--- src/rtl/guess_entry.sv ---
// Player digit-entry block for the number-guessing game: synchronised, debounced
// enter button, one-hot switch decoding, backspace/clear editing, packed guess output.
module guess_entry #(
  parameter int NUM_DIGITS      = 4,
  parameter int DIGIT_W         = 4,
  parameter int DEBOUNCE_CYCLES = 16,
  localparam int SW_W = 2**DIGIT_W,
  localparam int CW   = $clog2(NUM_DIGITS + 1),
  localparam int DB_W = (DEBOUNCE_CYCLES > 1) ? $clog2(DEBOUNCE_CYCLES) : 1
) (
  input  logic                          clk,
  input  logic                          rst,
  input  logic [SW_W-1:0]               switches,
  input  logic                          en,
  input  logic                          button,
  input  logic                          del,
  input  logic                          clear,
  output logic [NUM_DIGITS*DIGIT_W-1:0] player_input,
  output logic [CW-1:0]                 digit_count,
  output logic                          finished,
  output logic                          accepted,
  output logic                          invalid
);

  typedef enum logic [0:0] {
    S_COLLECT = 1'b0,
    S_DONE    = 1'b1
  } state_e;

  localparam logic [DB_W-1:0] DB_MAX   = DB_W'(DEBOUNCE_CYCLES - 1);
  localparam logic [CW-1:0]   CNT_FULL = CW'(NUM_DIGITS);

  function automatic logic is_one_hot(input logic [SW_W-1:0] v);
    logic [DIGIT_W:0] n;
    n = '0;
    for (int i = 0; i < SW_W; i++) begin
      n = n + {{DIGIT_W{1'b0}}, v[i]};
    end
    return (n == {{DIGIT_W{1'b0}}, 1'b1});
  endfunction

  function automatic logic [DIGIT_W-1:0] one_hot_index(input logic [SW_W-1:0] v);
    logic [DIGIT_W-1:0] idx;
    idx = '0;
    for (int i = 0; i < SW_W; i++) begin
      if (v[i]) begin
        idx = DIGIT_W'(i);
      end
    end
    return idx;
  endfunction

  logic [1:0]         sync_q;
  logic               stb_q, stb_d;
  logic [DB_W-1:0]    db_cnt_q, db_cnt_d;
  logic               press_s;
  state_e             state_q, state_d;
  logic [CW-1:0]      count_q, count_d;
  logic [DIGIT_W-1:0] digits_q [NUM_DIGITS];
  logic [DIGIT_W-1:0] digits_d [NUM_DIGITS];
  logic               finished_q, finished_d;
  logic               accepted_q, accepted_d;
  logic               invalid_q, invalid_d;

  always_ff @(posedge clk or negedge rst) begin
    if (!rst) begin
      sync_q     <= 2'b00;
      stb_q      <= 1'b0;
      db_cnt_q   <= '0;
      state_q    <= S_COLLECT;
      count_q    <= '0;
      finished_q <= 1'b0;
      accepted_q <= 1'b0;
      invalid_q  <= 1'b0;
      for (int k = 0; k < NUM_DIGITS; k++) begin
        digits_q[k] <= '0;
      end
    end else begin
      sync_q     <= {sync_q[0], button};
      stb_q      <= stb_d;
      db_cnt_q   <= db_cnt_d;
      state_q    <= state_d;
      count_q    <= count_d;
      finished_q <= finished_d;
      accepted_q <= accepted_d;
      invalid_q  <= invalid_d;
      for (int k = 0; k < NUM_DIGITS; k++) begin
        digits_q[k] <= digits_d[k];
      end
    end
  end

  // Press fires on the same edge the debounced level rises, keeping latency at D+2.
  always_comb begin
    stb_d    = stb_q;
    db_cnt_d = db_cnt_q;
    press_s  = 1'b0;
    if (sync_q[1] != stb_q) begin
      if (db_cnt_q == DB_MAX) begin
        stb_d    = sync_q[1];
        db_cnt_d = '0;
        press_s  = sync_q[1];
      end else begin
        db_cnt_d = db_cnt_q + DB_W'(1);
      end
    end else begin
      db_cnt_d = '0;
    end
  end

  always_comb begin
    state_d    = state_q;
    count_d    = count_q;
    digits_d   = digits_q;
    finished_d = finished_q;
    accepted_d = 1'b0;
    invalid_d  = 1'b0;
    if (clear) begin
      for (int k = 0; k < NUM_DIGITS; k++) begin
        digits_d[k] = '0;
      end
      count_d    = '0;
      finished_d = 1'b0;
      state_d    = S_COLLECT;
    end else if (en && del) begin
      case (state_q)
        S_COLLECT: begin
          if (count_q != '0) begin
            for (int k = 0; k < NUM_DIGITS; k++) begin
              if (CW'(k + 1) == count_q) begin
                digits_d[k] = '0;
              end else begin
                digits_d[k] = digits_q[k];
              end
            end
            count_d = count_q - CW'(1);
          end else begin
            count_d = count_q;
          end
        end
        S_DONE: begin
          digits_d[NUM_DIGITS-1] = '0;
          count_d    = CW'(NUM_DIGITS - 1);
          finished_d = 1'b0;
          state_d    = S_COLLECT;
        end
        default: begin
          state_d = S_COLLECT;
        end
      endcase
    end else if (en && press_s && (state_q == S_COLLECT)) begin
      if (is_one_hot(switches)) begin
        for (int k = 0; k < NUM_DIGITS; k++) begin
          if (CW'(k) == count_q) begin
            digits_d[k] = one_hot_index(switches);
          end else begin
            digits_d[k] = digits_q[k];
          end
        end
        count_d    = count_q + CW'(1);
        accepted_d = 1'b1;
        if ((count_q + CW'(1)) == CNT_FULL) begin
          state_d    = S_DONE;
          finished_d = 1'b1;
        end else begin
          state_d    = S_COLLECT;
        end
      end else begin
        invalid_d = 1'b1;
      end
    end else begin
      state_d = state_q;
    end
  end

  always_comb begin
    player_input = '0;
    for (int k = 0; k < NUM_DIGITS; k++) begin
      player_input[k*DIGIT_W +: DIGIT_W] = digits_q[k];
    end
  end

  assign digit_count = count_q;
  assign finished    = finished_q;
  assign accepted    = accepted_q;
  assign invalid     = invalid_q;

endmodule

--- config.mk ---
export PLATFORM = sky130hd
export DESIGN_NAME = guess_entry
export DESIGN_NICKNAME = d
export VERILOG_FILES = /design/src/rtl/guess_entry.sv
export SDC_FILE = /design/constraint.sdc
export NUM_CORES = 1
export LEC_CHECK = 0
export CAP_MARGIN = 20
export CORE_UTILIZATION = 35
export DETAILED_ROUTE_END_ITERATION = 10
export PLACE_DENSITY = 0.57
export SYNTH_ARGS = -nofsm -noshare
export SYNTH_HDL_FRONTEND = slang
export SYNTH_SLANG_ARGS = --single-unit
--- constraint.sdc ---
create_clock -name clk -period 4.7 [get_ports clk]
set_clock_uncertainty 0.2 [all_clocks]
set_input_delay 0.94 -clock clk [delete_from_list [all_inputs] [get_ports clk]]
set_output_delay 0.94 -clock clk [all_outputs]
set_load 0.02 [all_outputs]
# Yosys cells after proc, flatten, opt, wreduce, memory -nomap -nowiden
# Index checks and enable logic that the tools add are counted.
[word_totals] reg_bits=30 out_inout_bits=22 inputBits=22 wordCells=126
[classes] eq_ne=16 bitwise=1 n_addsub=18 reduce_logical=20 muxes=59
[ops] cell="$mux 4" count=23
[ops] cell="$mux 16" count=5
[ops] cell="$add 5x1->5" count=11
[ops] cell="$reduce_bool 3->1" count=8
[ops] cell="$mux 1" count=22
[ops] cell="$reduce_and 6->1" count=3
[ops] cell="$mux 3" count=5
[ops] cell="$mux 12" count=1
[ops] cell="$ne 3x2->1 const B" count=4
[ops] cell="$ne 4x4->1 const B" count=2
[ops] cell="$pmux 4 s2" count=1
[ops] cell="$eq 2x3->1 const A" count=2
[ops] cell="$ne 3x3->1 const B" count=2
[ops] cell="$pmux 3 s2" count=1
[ops] cell="$add 4x1->5" count=1
[ops] cell="$eq 5x1->1 const B" count=1
[ops] cell="$reduce_and 5->1" count=1
[ops] cell="$add 3x1->4" count=1
[ops] cell="$add 4x1->4 const B" count=1
[ops] cell="$eq 4x4->1 const B" count=1
[ops] cell="$reduce_and 2->1" count=2
[ops] cell="$reduce_and 4->1" count=1
[ops] cell="$add 2x1->3" count=1
[ops] cell="$add 3x1->3 const B" count=1
[ops] cell="other kinds (11)" count=13

# Longest topological paths before layout
# Gate-level depths: netlist of run 1.
[depth] ltp_word=20 mapped_depth=16 mapped_depth_nobuf=15

# Worst setup path before layout of run 1
# Ideal clock, no wire load.
[synth_timing] path_type="input -> register" startpoint="input port switches[5]" endpoint="register digits_q (netlist bit player_input[6])" n_path_buf=1 arrival_ns=5.069 path_stages=16 setup_time_ns=0.125 t_required_ns=4.375 path_slack_ns=-0.694 cell_sequence="inv_1 > fa_1 > inv_1 > fa_1 > fa_1 > inv_1 > fa_1 > inv_1 > ha_1 > fa_1 > nor4b_2 > o21ai_1 > o31a_1 > buf_6 > nor2_1 > mux2_2"
[synth_between] elab_chain_len=16 word_cells_on_any_way=30 cone_classes="11 x add/sub; 1 x eq/ne; 16 x mux; 2 x reduce/logical"
[synth_lines] element="from (decl)" line="13" rtl="input logic [SW_W-1:0] switches,"
[synth_lines] element="branches (longest 16 deep; another with $add 5x1->5)"
[synth_lines] element="to (signal, indexed assignment)" line="88" rtl="digits_q[k] <= digits_d[k];"
[synth_lines] element="to (decl)" line="59" rtl="logic [DIGIT_W-1:0] digits_q [NUM_DIGITS];"
# Several ways; the timed one is not identified. The select of a mux whose other input is x is not followed.
# A chain may end at the register's enable or synchronous reset.

# Final worst setup path of run 1
[layout_timing] startpoint="input port switches[11]" endpoint="register digits_q (netlist bit player_input[15])"
[layout_between] elab_chain_len=10 word_cells_on_any_way=18 cone_classes="5 x add/sub; 1 x eq/ne; 10 x mux; 2 x reduce/logical"
[layout_lines] element="branches (longest 10 deep; another with $add 5x1->5)"
# Several ways; the timed one is not identified. The select of a mux whose other input is x is not followed.

==> results.ini, run 1 <==
[cells_and_area]
utilization_pct = 54.49
fin_area_mm2 = 0.002872
syn2layout_area_growth_pct = 45.90
antennaDiodeCount = 0
drive_above_1_share_pct = 27.76
final_nets = 306

[floorplanning]
dieArea_mm2 = 0.005927
io_pins = 44
rows = 26
dieHeight_um = 76.99
initial_utilization_pct = 37.35
die_width_um = 76.99
core_mm2 = 0.005270

[place]
routabilityCongestion = 0.8084
dp_hpwl_um = 3536
io_buffer_count = 43
placed_cell_area_mm2 = 0.002645
pre_cts_slack_ns = -1.319

[clocking]
clock_sinks = 30
cts_tree = built
cts-root-buf = clkbuf_8
cts-buffers-inserted = 5
path_clk_slew_ns = 0.07
cts_buffer_depth = 2
h-tree-depth = 2
clk_latency_ns = 0.28

[hold_path]
hp-class = reg -> reg

[global_route]
grt_pass1_wl_um = 7886
track_usage_pct = 17.03
grt_max_degree = 31
grt_pass1_vias = 1684
antenna_found_initial = 0
overflow = 0

[synth]
yosys-top-cells-count = dfrtp_1 (30), inv_1 (30), nor2_1 (17), a21oi_1 (14), ha_1 (12)
syn_area_per_cell_um2 = 10.25
synthAdderAreaFrac_pct = 17.80
netlist_area_mm2 = 0.001968
synth_edf_count = 0
yosysTopAreaCell = dfrtp_1
async_reset_ff_share_pct = 100.0
synth_flop_cell = dfrtp_1
synth-simple-area-share_pct = 13.16
synth_area_leaders = dfrtp_1 (38%), fa_1 (10%), ha_1 (7.6%)
synth_compound_area_share_pct = 14.88
ys_ff_latch = 30
synth.top_cell.area_share_pct = 38.14
synth_xor_area_share_pct = 1.335
synth_top_family_by_area = adder cells
synth.area.mux_share_pct = 7.565
yosysWarnings = 0
synth_cell_type_count = 43
yosysSeqAreaShare_pct = 38.14
synth_cells = 192
syn_nets = 236

[timing]
maxSlewViolCount = 0
finalWorstSetupSlack_ns = -0.4272
min_period_ns = 5.127
setup_violations = 23
hold_viol = 0
worst_slew_pin_slew_ns = 0.7036
rsz0062_at_grt = true
fmax_ghz = 0.1950
relSlewSlack_pct = 52.77
finalCritPeriodShare_pct = 109.1

[pwr]
power.total_mw = 1.113
combPwrFrac_pct = 48.9
power_density_mw_per_mm2 = 387.7
p_leak_nw = 1.317
peakVddDrop_mv = 0.1795
netSwitchingFraction_pct = 35.31
switchingPower_mw = 0.3931
internal_power_mw = 0.7200
seq_power_share_pct = 28.8
clock_power_share_pct = 22.2

[worst_setup_path]
cp-end-kind = flip-flop
cp.required_ns = 4.67
worst_ep_arrival_time_ns = 5.10
critical_path.cell_chain = buf_8, fa_1, inv_2, fa_1, inv_1, fa_1, inv_1, fa_1, inv_1, ha_2, fa_1, nor4b_2, o21ai_1, o31a_4, or2_1, mux2_4
cp_slowest_cell = fa_1
worstPathMaxFanout = 6
slowest_delay_ns = 0.54
worstSetupPathType = in -> reg
start_kind = input port
path_common_cell = fa_1

[drt]
drcViolationCount = 0
drtAntennaViolNets = 0
drt_first_pass_iters = 4
wl_um = 4720
vias = 1640
via_per_inst = 4.925
routedWlPerCell_um = 14.17
drtIter0Drc = 80

[run_status]
status = complete, but fails checks
violations = setup timing

[job]
maxCapViolCount = 0

flip-flops by register name, summed over array words and instances (netlist names):
register and count:
finished 1, accepted 1, digit_count 3, stb_q 1, db_cnt_q 4, sync_q 2
player_input 16, state_q 1, invalid 1
cells in the final DEF, fill, tap and decap left out, types with 3 or more instances in the layout:
cell | synthesis | routed
a21oi_1 | 14 | 10
a21oi_2 | 0 | 4
a311oi_1 | 3 | 3
buf_4 | 0 | 22
buf_6 | 1 | 4
clkbuf_2 | 1 | 4
clkbuf_8 | 0 | 8
clkdlybuf4s50_1 | 0 | 34
dfrtp_1 | 30 | 30
fa_1 | 10 | 10
ha_1 | 12 | 11
inv_1 | 30 | 26
mux2_4 | 1 | 11
nand2_1 | 3 | 3
nand2b_1 | 5 | 5
nor2_1 | 17 | 14
nor2_4 | 0 | 5
nor4_1 | 4 | 4
o21ai_0 | 7 | 6
o32a_1 | 3 | 3
cells by family after synthesis:
logic type / count (synthesis)
adder cells (fa/ha/maj): 22
flip-flops: 30
AO/OA/AOI/OAI: 42
XOR/XNOR: 3
buffers and inverters: 35
AND/OR/NAND/NOR: 47
multiplexers: 13
area by class of cell:
class	instances	area [µm²]
Clock buffer	8	110.1
Timing Repair Buffer	68	610.6
Sequential cell	30	750.7
Multi-Input combinational cell	127	1190
Inverter	30	122.6
Tap cell	70	87.58
Fill cell	503	2399
per-layer routing:
| metal | share of wire [%] | vias up | global-route usage (%) |
|---|---|---|---|
| met2 | 47 | 36 | 28.30 |
| met3 | 3.8 | 9 | 3.690 |
| met1 | 47 | 790 | 21.72 |
| met5 | 0 | - | 0 |
| li1 | - | 805 | - |
| met4 | 1.8 | 0 | 6.038 |
critical path, delay by kind of cell:
| kind | cells | cell delay [ns] |
|---|---|---|
| adders and majority gates | 6 | 2.59 |
| buffers and inverters | 5 | 0.28 |
| and+or+nand+nor | 2 | 0.48 |
| muxes | 1 | 0.30 |
| AOI/OAI and AO/OA | 2 | 0.49 |
final timing paths:
path / to / slack (ns) / depth (start not counted) / startpoint
setup / recovery: player_input[15] / -0.43 / 16 / switches[11]
hold / removal: sync_q[1] / 0.16 / 0 / sync_q[0]
setup reg to reg: player_input[4] / 1.96 / 8 / digit_count[0]
hold reg to reg: sync_q[1] / 0.16 / 0 / sync_q[0]
max in group asynchronous: player_input[10] / 3.15 / 2 / rst
min in group asynchronous: db_cnt_q[3] / 0.85 / 2 / rst
power by group through the flow:
stage	Clock, mW	Sequential [mW]	Combinational, mW
after floorplan	0	0.356	0.232
after global placement	0	0.324	0.458
after detailed placement	0	0.323	0.464
after CTS	0.252	0.320	0.513
after global routing	0.264	0.326	0.604
final	0.247	0.321	0.545
what timing repair did:
item                                    4_1_cts  5_1_grt
buffers inserted                              2        2
endpoints found under the setup margin       23       23
resized for setup                            42       31
hold buffers                                  0        0
pin swaps                                    15       17
through the flow:
stage,std cells,setup TNS [ns],hold WS (ns)
after global placement,322,-25.61,0.1506
after global routing,333,-12.39,0.1770
after detailed placement,322,-27.41,0.1433
after floorplan,192,-8.173,0.1312
after CTS,332,-12.96,0.1680
final,333,-7.488,0.1634
Power figures use the tool's default switching activity.
==> inputs of run 2 (changes only) <==
- CTS_BUF_LIST: default -> sky130_fd_sc_hd__clkbuf_4
- HOLD_SLACK_MARGIN: default -> 0.05
- RECOVER_POWER: default -> 100
==> run 2 against run 1 <==
  * The flow finishes with violations (capacitance limit, slew limit, setup timing)
  * Largest cell class unchanged
  * Total power decreased by 15%
  * Sequential share of layout area increased by 1.1 points
  * Combinational power decreased by 12%
  * Global-route usage decreased by 0.25 points
  * First-iteration DRC count decreased by 11%
  * Die area unchanged
  * Wire length decreased by 2.8%
==> results.ini, run 2 (synthesis gave the netlist of run 1 again) <==
[floorplanning]
die_width_um = 76.99
rows = 26
core_mm2 = 0.005270
initial_utilization_pct = 37.35
io_pins = 44
dieHeight_um = 76.99
dieArea_mm2 = 0.005927

[global_route]
grt_pass1_vias = 1649
grt_pass1_wl_um = 7769
grt_max_degree = 31
overflow = 0
antenna_found_initial = 0
track_usage_pct = 16.77

[worst_setup_path]
worstSetupPathType = in -> reg
worst_ep_arrival_time_ns = 5.10
worstPathMaxFanout = 6
cp-end-kind = flip-flop
cp.required_ns = 4.73
start_kind = input port

[clocking]
cts-buffers-inserted = 5
cts-root-buf = clkbuf_4
cts_tree = built
cts_buffer_depth = 2
h-tree-depth = 2
ctsHoldBuffers = 0
path_clk_slew_ns = 0.10
clk_latency_ns = 0.33
clock_sinks = 30

[timing]
finalCritPeriodShare_pct = 108.0
maxSlewViolCount = 31
fmax_ghz = 0.1970
relSlewSlack_pct = -11.07
worst_slew_pin_slew_ns = 1.666
setup_violations = 22
finalWorstSetupSlack_ns = -0.3770
hold_viol = 0
rsz0062_at_grt = true
min_period_ns = 5.077

[run_status]
violations = capacitance limit, slew limit, setup timing
status = complete, but fails checks

[cells_and_area]
antennaDiodeCount = 0
utilization_pct = 52.28
largest_reg_flops = 16
layout_common_cells = dfrtp_1 (30), inv_1 (26), dlygate4sd3_1 (24)
fill_cells = 522
final_nets = 303
drive_above_1_share_pct = 23.85
syn2layout_area_growth_pct = 39.99
layout_commonest_cell = dfrtp_1

[pwr]
p_leak_nw = 1.304
power.total_mw = 0.9426
power_density_mw_per_mm2 = 342.1
peakVddDrop_mv = 0.1541

[drt]
wl_um = 4589
routedWlPerCell_um = 13.91
via_per_inst = 4.985
drt_first_pass_iters = 4
drtAntennaViolNets = 0
vias = 1645
drtIter0Drc = 71
drcViolationCount = 0

[place]
io_buffer_count = 43
routabilityCongestion = 0.8084
dp_hpwl_um = 3536

[job]
maxCapViolCount = 1

[hold_path]
hp-class = reg -> reg

==> run 2: cell types whose count changed in the layout (fill, tap and decap cells not counted), moves of 3 or more <==
cell | previous run | this run
a21oi_1 | 10 | 13
clkbuf_4 | 0 | 5
a21oi_2 | 4 | 1
clkdlybuf4s50_1 | 34 | 10
clkinv_1 | 0 | 3
dlygate4sd3_1 | 0 | 24
clkbuf_8 | 8 | 0
buf_4 | 22 | 19
==> run 2: final timing paths <==
check	slack, ns	to	depth (start not counted)	from
max	-0.38	player_input[15]	16	switches[11]
min	0.17	sync_q[1]	0	sync_q[0]
max reg2reg	1.98	player_input[4]	8	digit_count[0]
min reg2reg	0.17	sync_q[1]	0	sync_q[0]
max in group asynchronous	1.96	player_input[2]	2	rst
min in group asynchronous	1.36	db_cnt_q[3]	2	rst
==> run 2: area by class of cell <==
| type | count | area (µm²) | share of cell area (%) |
|---|---|---|---|
| repair buffers | 65 | 580.6 | 21.07 |
| flip-flops and latches | 30 | 750.7 | 27.25 |
| inverters | 30 | 122.6 | 4.451 |
| well taps | 70 | 87.58 | 3.179 |
| clock buffers | 5 | 37.54 | 1.362 |
| multi-input cells | 127 | 1165 | 42.28 |
| clock inverters | 3 | 11.26 | 0.4087 |
==> run 2: through the flow <==
stage	setup TNS, ns	setup slack (ns)	hold slack [ns]	area [µm²]	cells
finish	-5.643	-0.3770	0.1710	2755	330
global route	-10.30	-0.5697	0.1851	2755	330
CTS	-10.74	-0.6128	0.1760	2729	330
detailed placement	-27.41	-1.319	0.1433	2645	322
global placement	-25.61	-1.215	0.1506	2645	322
floorplan	-8.173	-0.5405	0.1312	1989	192
==> run 2: repair_timing <==
| item | CTS | global route |
|---|---|---|
| setup buffers | 2 | 0 |
| pin swaps | 14 | 12 |
| resized for setup | 41 | 23 |
| endpoints found under the setup margin | 23 | 23 |
| endpoints found under the hold margin | 0 | 0 |
==> run 2: power breakdown <==
group / switching, mW / internal [mW]
logic: 0.245 / 0.235
registers: 0.0266 / 0.292
clock network: 0.0907 / 0.0532
total: 0.362 / 0.580
==> run 2: worst max-delay path: stages <==
cell and delay (ns):
buf_8 0.10, fa_1 0.54, inv_2 0.04, fa_1 0.49, inv_1 0.05, fa_1 0.47, inv_1 0.05, fa_1 0.47
inv_1 0.04, ha_2 0.17, fa_1 0.45, nor4b_2 0.21, o21ai_1 0.14, o31a_4 0.36, or2_1 0.27, mux2_4 0.30
==> run 2: layer usage <==
| layer | up-vias | track usage [%] | share of wire (%) |
|---|---|---|---|
| li1 | 800 | - | - |
| met1 | 797 | 21.87 | 48 |
| met2 | 39 | 27.41 | 46 |
| met3 | 9 | 3.929 | 4.3 |
| met4 | 0 | 5.283 | 1.6 |
| met5 | - | 0 | 0 |
